==> config.mk <==
export PLATFORM = sky130hd
export DESIGN_NAME = fomux_rr_arbiter
export DESIGN_NICKNAME = d
export VERILOG_FILES = /design/src/rtl/fomux_rr_arbiter.sv
export SDC_FILE = /design/constraint.sdc
export NUM_CORES = 1
export LEC_CHECK = 0
export CAP_MARGIN = 15
export CORE_MARGIN = 1
export CORE_UTILIZATION = 45
export CTS_CLUSTER_SIZE = 12
export DETAILED_ROUTE_END_ITERATION = 12
export PLACE_DENSITY = 0.74
export SYNTH_ARGS = -nofsm -noshare
export SYNTH_HDL_FRONTEND = slang
export SYNTH_SLANG_ARGS = --single-unit
==> constraint.sdc <==
create_clock -name clk -period 2.15 [get_ports clk]
set_input_delay 0.43 -clock clk [delete_from_list [all_inputs] [get_ports clk]]
set_output_delay 0.43 -clock clk [all_outputs]
set_load 0.01 [all_outputs]
==> src/rtl/fomux_rr_arbiter.sv <==
// Round-robin arbiter owning a shared 4:1 mux, with a bounded hold time.
// Grant, select and valid are registered; dout is the live mux output.
module fomux_rr_arbiter #(
    parameter int unsigned MAX_HOLD = 4
) (
    input  logic       clk,
    input  logic       rst_n,
    input  logic [3:0] req,
    input  logic [3:0] din,
    output logic [3:0] gnt,
    output logic [1:0] sel,
    output logic       valid,
    output logic       dout
);

    localparam int CW = $clog2(MAX_HOLD + 1);

    typedef enum logic {
        IDLE,
        GRANT
    } state_e;

    state_e         state_q, state_d;
    logic [3:0]     gnt_q, gnt_d;
    logic [1:0]     sel_q, sel_d;
    logic [1:0]     last_q, last_d;
    logic [CW-1:0]  cnt_q, cnt_d;

    logic           own;
    logic [3:0]     cand;
    logic [1:0]     win;

    // First set bit scanning base+1, base+2, base+3, base.
    function automatic logic [1:0] rr_pick(
        input logic [3:0] r,
        input logic [1:0] base
    );
        logic [1:0] idx;
        rr_pick = base;
        for (int k = 4; k >= 1; k--) begin
            idx = base + 2'(k);
            if (r[idx]) rr_pick = idx;
        end
    endfunction

    always_comb begin
        state_d = state_q;
        gnt_d   = gnt_q;
        sel_d   = sel_q;
        last_d  = last_q;
        cnt_d   = cnt_q;
        own     = req[sel_q];
        cand    = req;
        win     = 2'd0;

        unique case (state_q)
            IDLE: begin
                cand = req;
            end
            GRANT: begin
                if (own && (cnt_q < CW'(MAX_HOLD))) begin
                    cand  = 4'b0000;
                end else if (own) begin
                    cand  = req;
                end else begin
                    cand  = req & ~(4'b0001 << sel_q);
                end
            end
            default: begin
                cand = 4'b0000;
            end
        endcase

        win = rr_pick(cand, last_q);

        if (state_q == GRANT && own && (cnt_q < CW'(MAX_HOLD))) begin
            cnt_d = cnt_q + CW'(1);
        end else if (|cand) begin
            state_d = GRANT;
            gnt_d   = 4'b0001 << win;
            sel_d   = win;
            last_d  = win;
            cnt_d   = CW'(1);
        end else begin
            // Release with nobody waiting, or idle with no requests.
            state_d = IDLE;
            gnt_d   = 4'b0000;
            cnt_d   = '0;
        end
    end

    always_ff @(posedge clk) begin
        if (!rst_n) begin
            state_q <= IDLE;
            gnt_q   <= 4'b0000;
            sel_q   <= 2'd0;
            last_q  <= 2'd3;
            cnt_q   <= '0;
        end else begin
            state_q <= state_d;
            gnt_q   <= gnt_d;
            sel_q   <= sel_d;
            last_q  <= last_d;
            cnt_q   <= cnt_d;
        end
    end

    assign gnt   = gnt_q;
    assign sel   = sel_q;
    assign valid = (state_q == GRANT);
    assign dout  = valid & din[sel_q];

endmodule

==> results of run 1 <==
## what timing repair did
action | CTS | global route
setup endpoints to repair | 1 | 1
gates resized for setup | 1 | 1
hold buffers | 0 | 0
pin swaps | 0 | 0
## registers in the layout, summed over array words and instances (netlist names)
register	flops
cnt_q	3
gnt	4
last_q	2
sel	2
valid	1
## cell usage after synthesis
library cell,number
nor2b_1,1
and2_1,2
nand3_1,4
and2_4,1
mux2_1,1
mux4_2,3
and3_1,2
a32oi_1,1
o31ai_1,4
nand2_1,4
inv_1,2
a21oi_1,3
or3_1,1
clkbuf_1,2
nor4_1,1
dfxtp_1,12
nor3_1,3
or2_2,2
a211oi_1,1
nand2b_1,6
a31o_2,1
ha_1,1
a21boi_0,2
nor4b_4,1
nor2_1,6
nand3b_1,1
o21ai_0,2
a32o_1,1
a31oi_1,1
## report_power, final
group	switching, W	internal, W	leakage [nW]
sequential	0.0000323	0.000255	0.0991
combinational	0.000114	0.000153	0.257
clock	0.0000744	0.000103	0.0210
## kinds of logic (layout without fill, tap and decap cells)
family,count (synthesis),after routing,share of synthesized area
flip-flops,12,12,0.362
multiplexers,4,4,0.119
buffers and inverters,4,31,0.0226
AO/OA/AOI/OAI,16,16,0.168
adder cells (fa/ha/maj),1,1,0.0188
AND/OR/NAND/NOR,35,35,0.311
## worst max-delay path by stage
stage | start | endpoint | slack [ns] | depth (start not counted)
floorplan | sel[0]$_SDFFE_PN0P_ | last_q[0]$_SDFFE_PN1P_ | 0.30 | 4
global placement | din[3] | dout | -0.18 | 4
detailed placement | din[3] | dout | -0.19 | 4
CTS | din[3] | dout | 0.007 | 4
global route | din[2] | dout | 0.01 | 4
finish | din[3] | dout | 0.06 | 4
## per-stage QoR
stage	std cells	cell area, µm²
after global placement	110	906
final	114	942
after detailed placement	110	906
after floorplan	72	664
after CTS	114	941
after global routing	114	942
## layout make-up
type | instances | area [µm²]
inverter | 2 | 7.51
tap | 15 | 18.8
multi-input combinational | 56 | 409
fill | 116 | 392
sequential | 12 | 240
timing repair buffer | 25 | 230
clock buffer | 4 | 36.3
## layer usage
| layer | share of wire | routed length, µm | up-vias |
|---|---|---|---|
| li1 | - | - | 324 |
| met1 | 0.48 | 751 | 307 |
| met2 | 0.48 | 757 | 11 |
| met3 | 0.027 | 42 | 2 |
| met4 | 0.0077 | 12 | 0 |
| met5 | 0 | 0 | - |
## worst register-to-register path, cell delays in order, from the launching register on
cell     delay [ns]
dfxtp_1        0.42
mux4_2         0.55
and2_4         0.17
nor4b_4        0.26
mux2_1         0.34
==> qor.yml, run 1 <==
status:
  outcome: "finished clean"
hold_path:
  holdPathEnd: "gnt[0]$_SDFFE_PN0N_"
  whs_path_depth: 2
  worstHoldPathType: "flip-flop to flip-flop"
  min-delay-start: "gnt[0]$_SDFFE_PN0N_"
global_routing:
  busiest_layer: "met2"
  track_usage: 0.211
  overflow: 0
  antenna_found_initial: 0
  grt_use_met1: 0.258
  met2_usage: 0.345
  grt_pass1_wl_um: 2260
  grt_max_degree: 13
  grt_pass1_vias: 560
  grt_use_met3: 0.0167
worst_setup_path:
  cpPeakStageDelay_ns: 0.45
  cp-start-kind: "input pin"
  path_delay_family: "buffers and inverters"
  r2r_end: "last_q[0]$_SDFFE_PN1P_"
  cp_max_fo: 1
  path_cells: "clkdlybuf4s50_1 -> mux4_2 -> and2_1 -> clkdlybuf4s15_1"
  worstReg2RegStart: "sel[0]$_SDFFE_PN0P_"
  worstSetupPathType: "input pin to primary output"
  cp_slowest_cell: "mux4_2"
  required_ns: 1.72
  end_kind: "primary output"
  worstRegToRegCells: 4
  worst-endpoint-arrival_ns: 1.66
  r2r_slack_ns: 0.30
  path_buf_inv: 2
yosys:
  synth_fp_nets: 83
  syn_avg_cell_area_um2: 9.23
  synth-seq-cells: 12
  synth.area.top_cells: "dfxtp_1 (36%), mux4_2 (10%), nand2b_1 (5.6%)"
  synth_area_leader_cell: "dfxtp_1"
  syn_inst: 72
  ys_warn_count: 0
  synth_cell_types: 29
  synth_top_cell_area_share: 0.362
  synth_area_um2: 664
  yosysSeqAreaShare: 0.362
sta:
  setup_ws_ns: 0.0615
  min_period_ns: 2.09
  drv_slew: 0
  setup_viol: 0
  fmax_mhz: 479
  rsz0062_at_grt: "no"
  skew_ns: 0.00152
  relSlewSlack: 0.681
  finalHoldViolCount: 0
  fin_hold_ws_ns: 0.472
  worst_pin_slew_ns: 0.475
  min_period_over_period: 0.971
  setup_total_negative_slack_ns: 0
placement:
  dpl.hpwl_um: 1180
  gp_congestion: 0.740
  pre_cts_ws_ns: -0.194
  portBuffers: 17
layout:
  diodes: 0
  nNetsFinal: 111
  area_growth_pct: 41.8
  layout_common_cells: "clkdlybuf4s50_1 (16), dfxtp_1 (12), buf_4 (8), nand2b_1 (6), nor2_1 (6)"
  utilization: 0.706
  final_common_cell: "clkdlybuf4s50_1"
  drive_gt1_frac: 0.202
power_and_ir_drop:
  leakage_nw: 0.377
  fin_total_pwr_w: 0.000732
  power_density_mw_per_mm2: 777
  ir_drop_uv: 543
clocking:
  cts.sinks: 12
  numCtsBuffers: 3
  h-tree-depth: 1
  cts_root_buf: "clkbuf_4"
  clk_latency_ns: 0.27
  clockBufferDepth: 2
  post_cts_buffers: 0
  clk_pin_slew_ns: 0.07
  tritoncts: "built"
floorplanning:
  die_y_um: 40.4
  dieArea_mm2: 0.00163
  row_count: 13
  io_pins: 18
  die_width_um: 40.4
  core_area_mm2: 0.00133
  initial_utilization: 0.498
route:
  drc_errors: 0
  first_iter_violations: 11
  routedWlPerCell_um: 13.7
  drt-vias-per-instance: 5.65
  wirelength_um: 1560
  dr_total_vias: 644
  postRouteAntennaNets: 0
  dr.pass1.iters: 4
run:
  max_cap_violations: 0
Power figures use the tool's default switching activity.
==> run 2: changes to the inputs <==
CORE_UTILIZATION = 41   (was 45)
PLACE_DENSITY = 0.71   (was 0.74)
clock period = 1.7 ns   (was 2.15 ns; I/O delays follow)
==> run 2 against run 1 <==
Effect of this change:
- via count increased by 5.4%
- worst hold slack got worse by 0.020 ns
- the flow now finishes with violations (negative setup slack)
- non-clock buffer count is 6 higher
- critical path depth shrank 1
- first-iteration DRC count up 110%
- core utilization fell by 3.2 points
- die area grew 9.3%
- count of clock-buffer cells in the layout stayed put
- global-route usage decreased by 0.19 points
- power increased by 32%
- clock skew barely moved
- final area up 7.8%
- critical path type is now flip-flop to primary output
==> qor.yml, run 2 (same netlist as run 1, synthesis figures left out) <==
clocking:
  clk_latency_ns: 0.27  # about the same
  clk_pin_slew_ns: 0.07  # about the same
  clockBufferDepth: 2  # unchanged
  tritoncts: "built"  # unchanged
  cts_root_buf: "clkbuf_4"  # unchanged
  h-tree-depth: 1  # unchanged
  cts_hold_buf: 0  # unchanged
  cts.sinks: 12  # unchanged
  numCtsBuffers: 3  # unchanged
sta:
  drv_slew: 0  # unchanged
  fmax_mhz: 577
  relSlewSlack: 0.674  # was 0.681
  worst_pin_slew_ns: 0.485  # was 0.475 ns
  setup_ws_ns: -0.0338  # was 0.0615 ns
  skew_ns: 0.00180  # was 0.00152 ns
  setup_total_negative_slack_ns: -0.0393  # was 0 ns
  min_period_ns: 1.73
  setup_viol: 2  # was 0
  finalHoldViolCount: 0  # unchanged
  min_period_over_period: 1.02
  rsz0062_at_grt: "yes"  # was no
status:
  failed_checks: "negative setup slack"
  outcome: "finished, violations left"  # was finished clean
floorplanning:
  die_y_um: 42.3  # was 40.4 µm
  core_area_mm2: 0.00151  # was 0.00133 mm²
  dieArea_mm2: 0.00179  # was 0.00163 mm²
  initial_utilization: 0.441  # was 0.498
  die_width_um: 42.3  # was 40.4 µm
  row_count: 14  # was 13
  io_pins: 18  # unchanged
worst_setup_path:
  path_cells: "mux4_2 -> and2_4 -> buf_6"  # was clkdlybuf4s50_1 -> mux4_2 -> and2_1 -> clkdlybuf4s15_1
  worst-endpoint-arrival_ns: 1.39  # was 1.66 ns
  end_kind: "primary output"  # unchanged
  worstSetupPathType: "flip-flop to primary output"  # was input pin to primary output
  required_ns: 1.36  # was 1.72 ns
  cp-start-kind: "flip-flop"  # was input pin
  path_delay_family: "multiplexers"  # was buffers and inverters
  path_buf_inv: 1  # was 2
  cp_slowest_cell: "mux4_2"  # unchanged
  cp_max_fo: 4  # was 1
  cpPeakStageDelay_ns: 0.49  # was 0.45 ns
route:
  dr_total_vias: 679  # was 644
  routedWlPerCell_um: 13.9  # was 13.7 µm
  dr.pass1.iters: 4  # unchanged
  first_iter_violations: 23  # was 11
  drt-vias-per-instance: 5.61  # was 5.65
  drc_errors: 0  # unchanged
  wirelength_um: 1680  # was 1560 µm
  postRouteAntennaNets: 0  # unchanged
global_routing:
  overflow: 0  # unchanged
  grt_pass1_vias: 683  # was 560
  grt_max_degree: 13  # unchanged
  grt_pass1_wl_um: 2820  # was 2260 µm
  track_usage: 0.209  # was 0.211
  antenna_found_initial: 0  # unchanged
power_and_ir_drop:
  leakage_nw: 0.431  # was 0.377 nW
  power_density_mw_per_mm2: 955  # was 777 mW/mm²
  ir_drop_uv: 662  # was 543 µV
layout:
  final_common_cell: "buf_4"  # was clkdlybuf4s50_1
  area_growth_pct: 52.9  # was 41.8%
  largest_reg_flops: 4  # unchanged
  nNetsFinal: 117  # was 111
  fin_area_mm2: 0.00102  # was 942 µm²
  drive_gt1_frac: 0.324  # was 0.202
  finalNonFillerCells: 121  # was 114
  layout_common_cells: "buf_4 (12), dfxtp_1 (11), dlygate4sd2_1 (8), clkdlybuf4s50_1 (8)"  # was clkdlybuf4s50_1 (16), dfxtp_1 (12), buf_4 (8), nand2b_1 (6), nor2_1 (6)
  diodes: 0  # unchanged
hold_path:
  worstHoldPathType: "flip-flop to flip-flop"  # unchanged
run:
  max_cap_violations: 0  # unchanged
placement:
  dpl.hpwl_um: 1290  # was 1180 µm
  portBuffers: 17  # unchanged
  place_inst: 117  # was 110
  gp_congestion: 0.746  # was 0.740
  place_area_um2: 956  # was 906 µm²
run 2: cell count changes in the layout (fill, tap and decap cells not counted), moves of 2 or more:
cell / change
a21oi_1: -2
dlygate4sd2_1: +8
buf_6: +3
a21oi_2: +2
buf_4: +4
clkdlybuf4s50_1: -8
run 2: final timing paths:
path                                           from                      to  slack (ns)  cells past startpoint
worst max-delay path            sel[0]$_SDFFE_PN0P_                    dout       -0.03                      3
worst min-delay path            cnt_q[0]$_SDFF_PN0_     cnt_q[0]$_SDFF_PN0_        0.45                      1
worst max register to register  sel[0]$_SDFFE_PN0P_  last_q[0]$_SDFFE_PN1P_       -0.01                      4
worst min register to register  cnt_q[0]$_SDFF_PN0_     cnt_q[0]$_SDFF_PN0_        0.45                      1
run 2: timing repair:
action,in CTS,in global routing
hold endpoints to repair,0,0
pin swaps,2,1
gates cloned,0,0
buffers inserted,0,0
setup endpoints to repair,6,4
resized for setup,16,5
run 2: metal layers:
layer  track usage  up-vias  wire length [µm]
met5             0        -                 0
li1              -      335                 -
met4         0.144        0                38
met1         0.251      320               756
met2         0.348       19               826
met3        0.0216        5                60
run 2: cell type report:
class                   count  area (µm²)
fillers                   147         490
multi-input cells          56         434
repair buffers             31         274
flip-flops and latches     12         244
clock buffers               4        36.3
well taps                  16        20.0
inverters                   2        7.51
run 2: worst register-to-register path, stage by stage (launching register included):
cell and delay [ns]:
dfxtp_4 0.38, mux4_2 0.51, and2_4 0.17, nor4b_4 0.22
mux2_4 0.32
run 2: where the power goes:
part           switching, W  leakage [nW]  internal, W
combinational      0.000160         0.310     0.000220
sequential        0.0000411        0.0997     0.000324
clock             0.0000941        0.0210     0.000130
run 2: metrics by stage:
step | utilization | setup WS, ns | power (W) | hold slack, ns
finish | 0.674 | -0.0338 | 0.000970 | 0.452
detailed placement | 0.635 | -0.469 | 0.000731 | 0.449
floorplan | - | 0.00907 | 0.000564 | 0.423
CTS | 0.659 | -0.0837 | 0.000961 | 0.458
global placement | 0.635 | -0.449 | 0.000720 | 0.434
global route | 0.674 | -0.0835 | 0.00103 | 0.485
==> run 3: changes to the inputs <==
CORE_UTILIZATION = 49   (was 41)
PLACE_DENSITY = 0.8   (was 0.71)
clock period = 2 ns   (was 1.7 ns; I/O delays follow)
==> run 3 against run 2 <==
Effect of this change:
- the run now ends clean
- first-iteration DRC count decreased by 48%
- die area is 16% lower
- core utilization increased by 12 points
- clock power is 12% lower
- non-clock buffer count decreased by 5
- critical path type is now input pin to primary output
- critical endpoint unchanged
- largest power group is now registers
==> qor.yml, run 3 (same netlist as run 1, synthesis figures left out) <==
status:
  outcome: "finished clean"  # was finished, violations left
power_and_ir_drop:
  leakage_nw: 0.382  # was 0.431 nW
  ir_drop_uv: 554  # was 662 µV
  power_density_mw_per_mm2: 843  # was 955 mW/mm²
clocking:
  h-tree-depth: 1  # unchanged
  cts.sinks: 12  # unchanged
  cts_hold_buf: 0  # unchanged
  cts_root_buf: "clkbuf_4"  # unchanged
  clockBufferDepth: 2  # unchanged
  clk_latency_ns: 0.28  # was 0.27 ns
  numCtsBuffers: 3  # unchanged
  tritoncts: "built"  # unchanged
  clk_pin_slew_ns: 0.08  # was 0.07 ns
route:
  wirelength_um: 1530  # was 1680 µm
  postRouteAntennaNets: 0  # unchanged
  routedWlPerCell_um: 13.4  # was 13.9 µm
  first_iter_violations: 12  # was 23
  drc_errors: 0  # unchanged
  dr_total_vias: 643  # was 679
  dr.pass1.iters: 4  # unchanged
  drt-vias-per-instance: 5.64  # was 5.61
layout:
  utilization: 0.795  # was 0.674
  finalNonFillerCells: 114  # was 121
  area_growth_pct: 42.0  # was 52.9%
  multiInputGateArea_um2: 409  # was 434 µm²
  drive_gt1_frac: 0.220  # was 0.324
  largest_reg_flops: 4  # unchanged
  fillers: 77  # was 147
  layout_common_cells: "clkdlybuf4s50_1 (16), dfxtp_1 (12), buf_4 (9), nand2b_1 (6), nor2_1 (6)"  # was buf_4 (12), dfxtp_1 (11), dlygate4sd2_1 (8), clkdlybuf4s50_1 (8)
  register_area_um2: 240  # was 244 µm²
  final_common_cell: "clkdlybuf4s50_1"  # was buf_4
  diodes: 0  # unchanged
  nNetsFinal: 112  # was 117
sta:
  finalHoldViolCount: 0  # unchanged
  rsz0062_at_grt: "no"  # was yes
  worst_pin_slew_ns: 0.479  # was 0.485 ns
  fmax_mhz: 517
  setup_viol: 0  # was 2
  setup_ws_ns: 0.0656  # was -0.0338 ns
  min_period_ns: 1.93
  drv_slew: 0  # unchanged
  relSlewSlack: 0.678  # was 0.674
  fin_hold_ws_ns: 0.457  # was 0.452 ns
  min_period_over_period: 0.967
  skew_ns: 0.00408  # was 0.00180 ns
floorplanning:
  row_count: 12  # was 14
  io_pins: 18  # unchanged
  die_width_um: 38.8  # was 42.3 µm
  dieArea_mm2: 0.00151  # was 0.00179 mm²
  die_y_um: 38.8  # was 42.3 µm
  initial_utilization: 0.560  # was 0.441
  core_area_mm2: 0.00119  # was 0.00151 mm²
placement:
  place_inst: 110  # was 117
  dpl.hpwl_um: 1140  # was 1290 µm
  pre_cts_ws_ns: -0.289  # was -0.469 ns
  portBuffers: 17  # unchanged
  gp_congestion: 0.755  # was 0.746
hold_path:
  min-delay-start: "cnt_q[0]$_SDFF_PN0_"  # unchanged
  worstHoldPathType: "flip-flop to flip-flop"  # unchanged
worst_setup_path:
  worstReg2RegStart: "sel[0]$_SDFFE_PN0P_"  # unchanged
  cp_max_fo: 1  # was 4
  startpoint: "din[2]"  # was sel[0]$_SDFFE_PN0P_
  end_kind: "primary output"  # unchanged
  path_cells: "clkdlybuf4s50_1 -> mux4_2 -> and2_1 -> buf_2"  # was mux4_2 -> and2_4 -> buf_6
  cp_slowest_cell: "mux4_2"  # unchanged
  worstSetupPathType: "input pin to primary output"  # was flip-flop to primary output
  worst-endpoint-arrival_ns: 1.53  # was 1.39 ns
  required_ns: 1.60  # was 1.36 ns
  cpPeakStageDelay_ns: 0.45  # was 0.49 ns
  cp-start-kind: "input pin"  # was flip-flop
global_routing:
  grt_pass1_vias: 600  # was 683
  grt_pass1_wl_um: 2360  # was 2820 µm
  grt_max_degree: 13  # unchanged
  antenna_found_initial: 0  # unchanged
  track_usage: 0.234  # was 0.209
  overflow: 0  # unchanged
run:
  max_cap_violations: 0  # unchanged
-- run 3: cell types whose count changed in the layout (fill, tap and decap cells not counted), moves of 2 or more --
cell and delta:
buf_4 -3, clkdlybuf4s50_1 +8, dlygate4sd2_1 -8, buf_6 -3
a21oi_1 +2, a21oi_2 -2
-- run 3: area by class of cell --
| type | instances | share of cell area |
|---|---|---|
| Sequential cell | 12 | 0.255 |
| Tap cell | 14 | 0.0186 |
| Inverter | 2 | 0.00796 |
| Timing Repair Buffer | 26 | 0.247 |
| Multi-Input combinational cell | 56 | 0.434 |
| Clock buffer | 4 | 0.0385 |
-- run 3: where the power goes --
part           internal [W]  leakage [nW]  switching [W]  total [W]
clock network      0.000111        0.0210      0.0000865   0.000197
registers          0.000274        0.0991      0.0000345   0.000309
logic              0.000167         0.262       0.000123   0.000290
total              0.000552         0.382       0.000244   0.000796
-- run 3: metrics by stage --
| stage | area [µm²] | setup TNS, ns | power (W) |
|---|---|---|---|
| floorplan | 664 | 0 | 0.000478 |
| global placement | 912 | -0.658 | 0.000597 |
| detailed placement | 912 | -0.730 | 0.000604 |
| CTS | 943 | 0 | 0.000799 |
| global route | 943 | 0 | 0.000834 |
| finish | 943 | 0 | 0.000796 |
-- run 3: worst max-delay path: cells and delay by family --
| family | cells | cell delay, ns |
|---|---|---|
| simple gates | 1 | 0.16 |
| mux | 1 | 0.45 |
| buf+inv | 2 | 0.53 |
-- run 3: worst paths after layout --
check	endpoint	slack, ns	cells after the start
hold reg to reg	cnt_q[0]$_SDFF_PN0_	0.46	1
setup reg to reg	last_q[0]$_SDFFE_PN1P_	0.14	4
setup / recovery	dout	0.07	4
hold / removal	cnt_q[0]$_SDFF_PN0_	0.46	1
-- run 3: what timing repair did --
action / in CTS / in global routing
resized for setup: 4 / 0
endpoints found under the setup margin: 1 / 0
setup buffers: 0 / 0
-- run 3: layer usage --
| layer | up-vias | share of wire | global-route usage |
|---|---|---|---|
| li1 | 323 | - | - |
| met1 | 303 | 0.47 | 0.278 |
| met2 | 15 | 0.48 | 0.408 |
| met3 | 2 | 0.033 | 0.0347 |
| met4 | 0 | 0.016 | 0.103 |
| met5 | - | 0 | 0 |
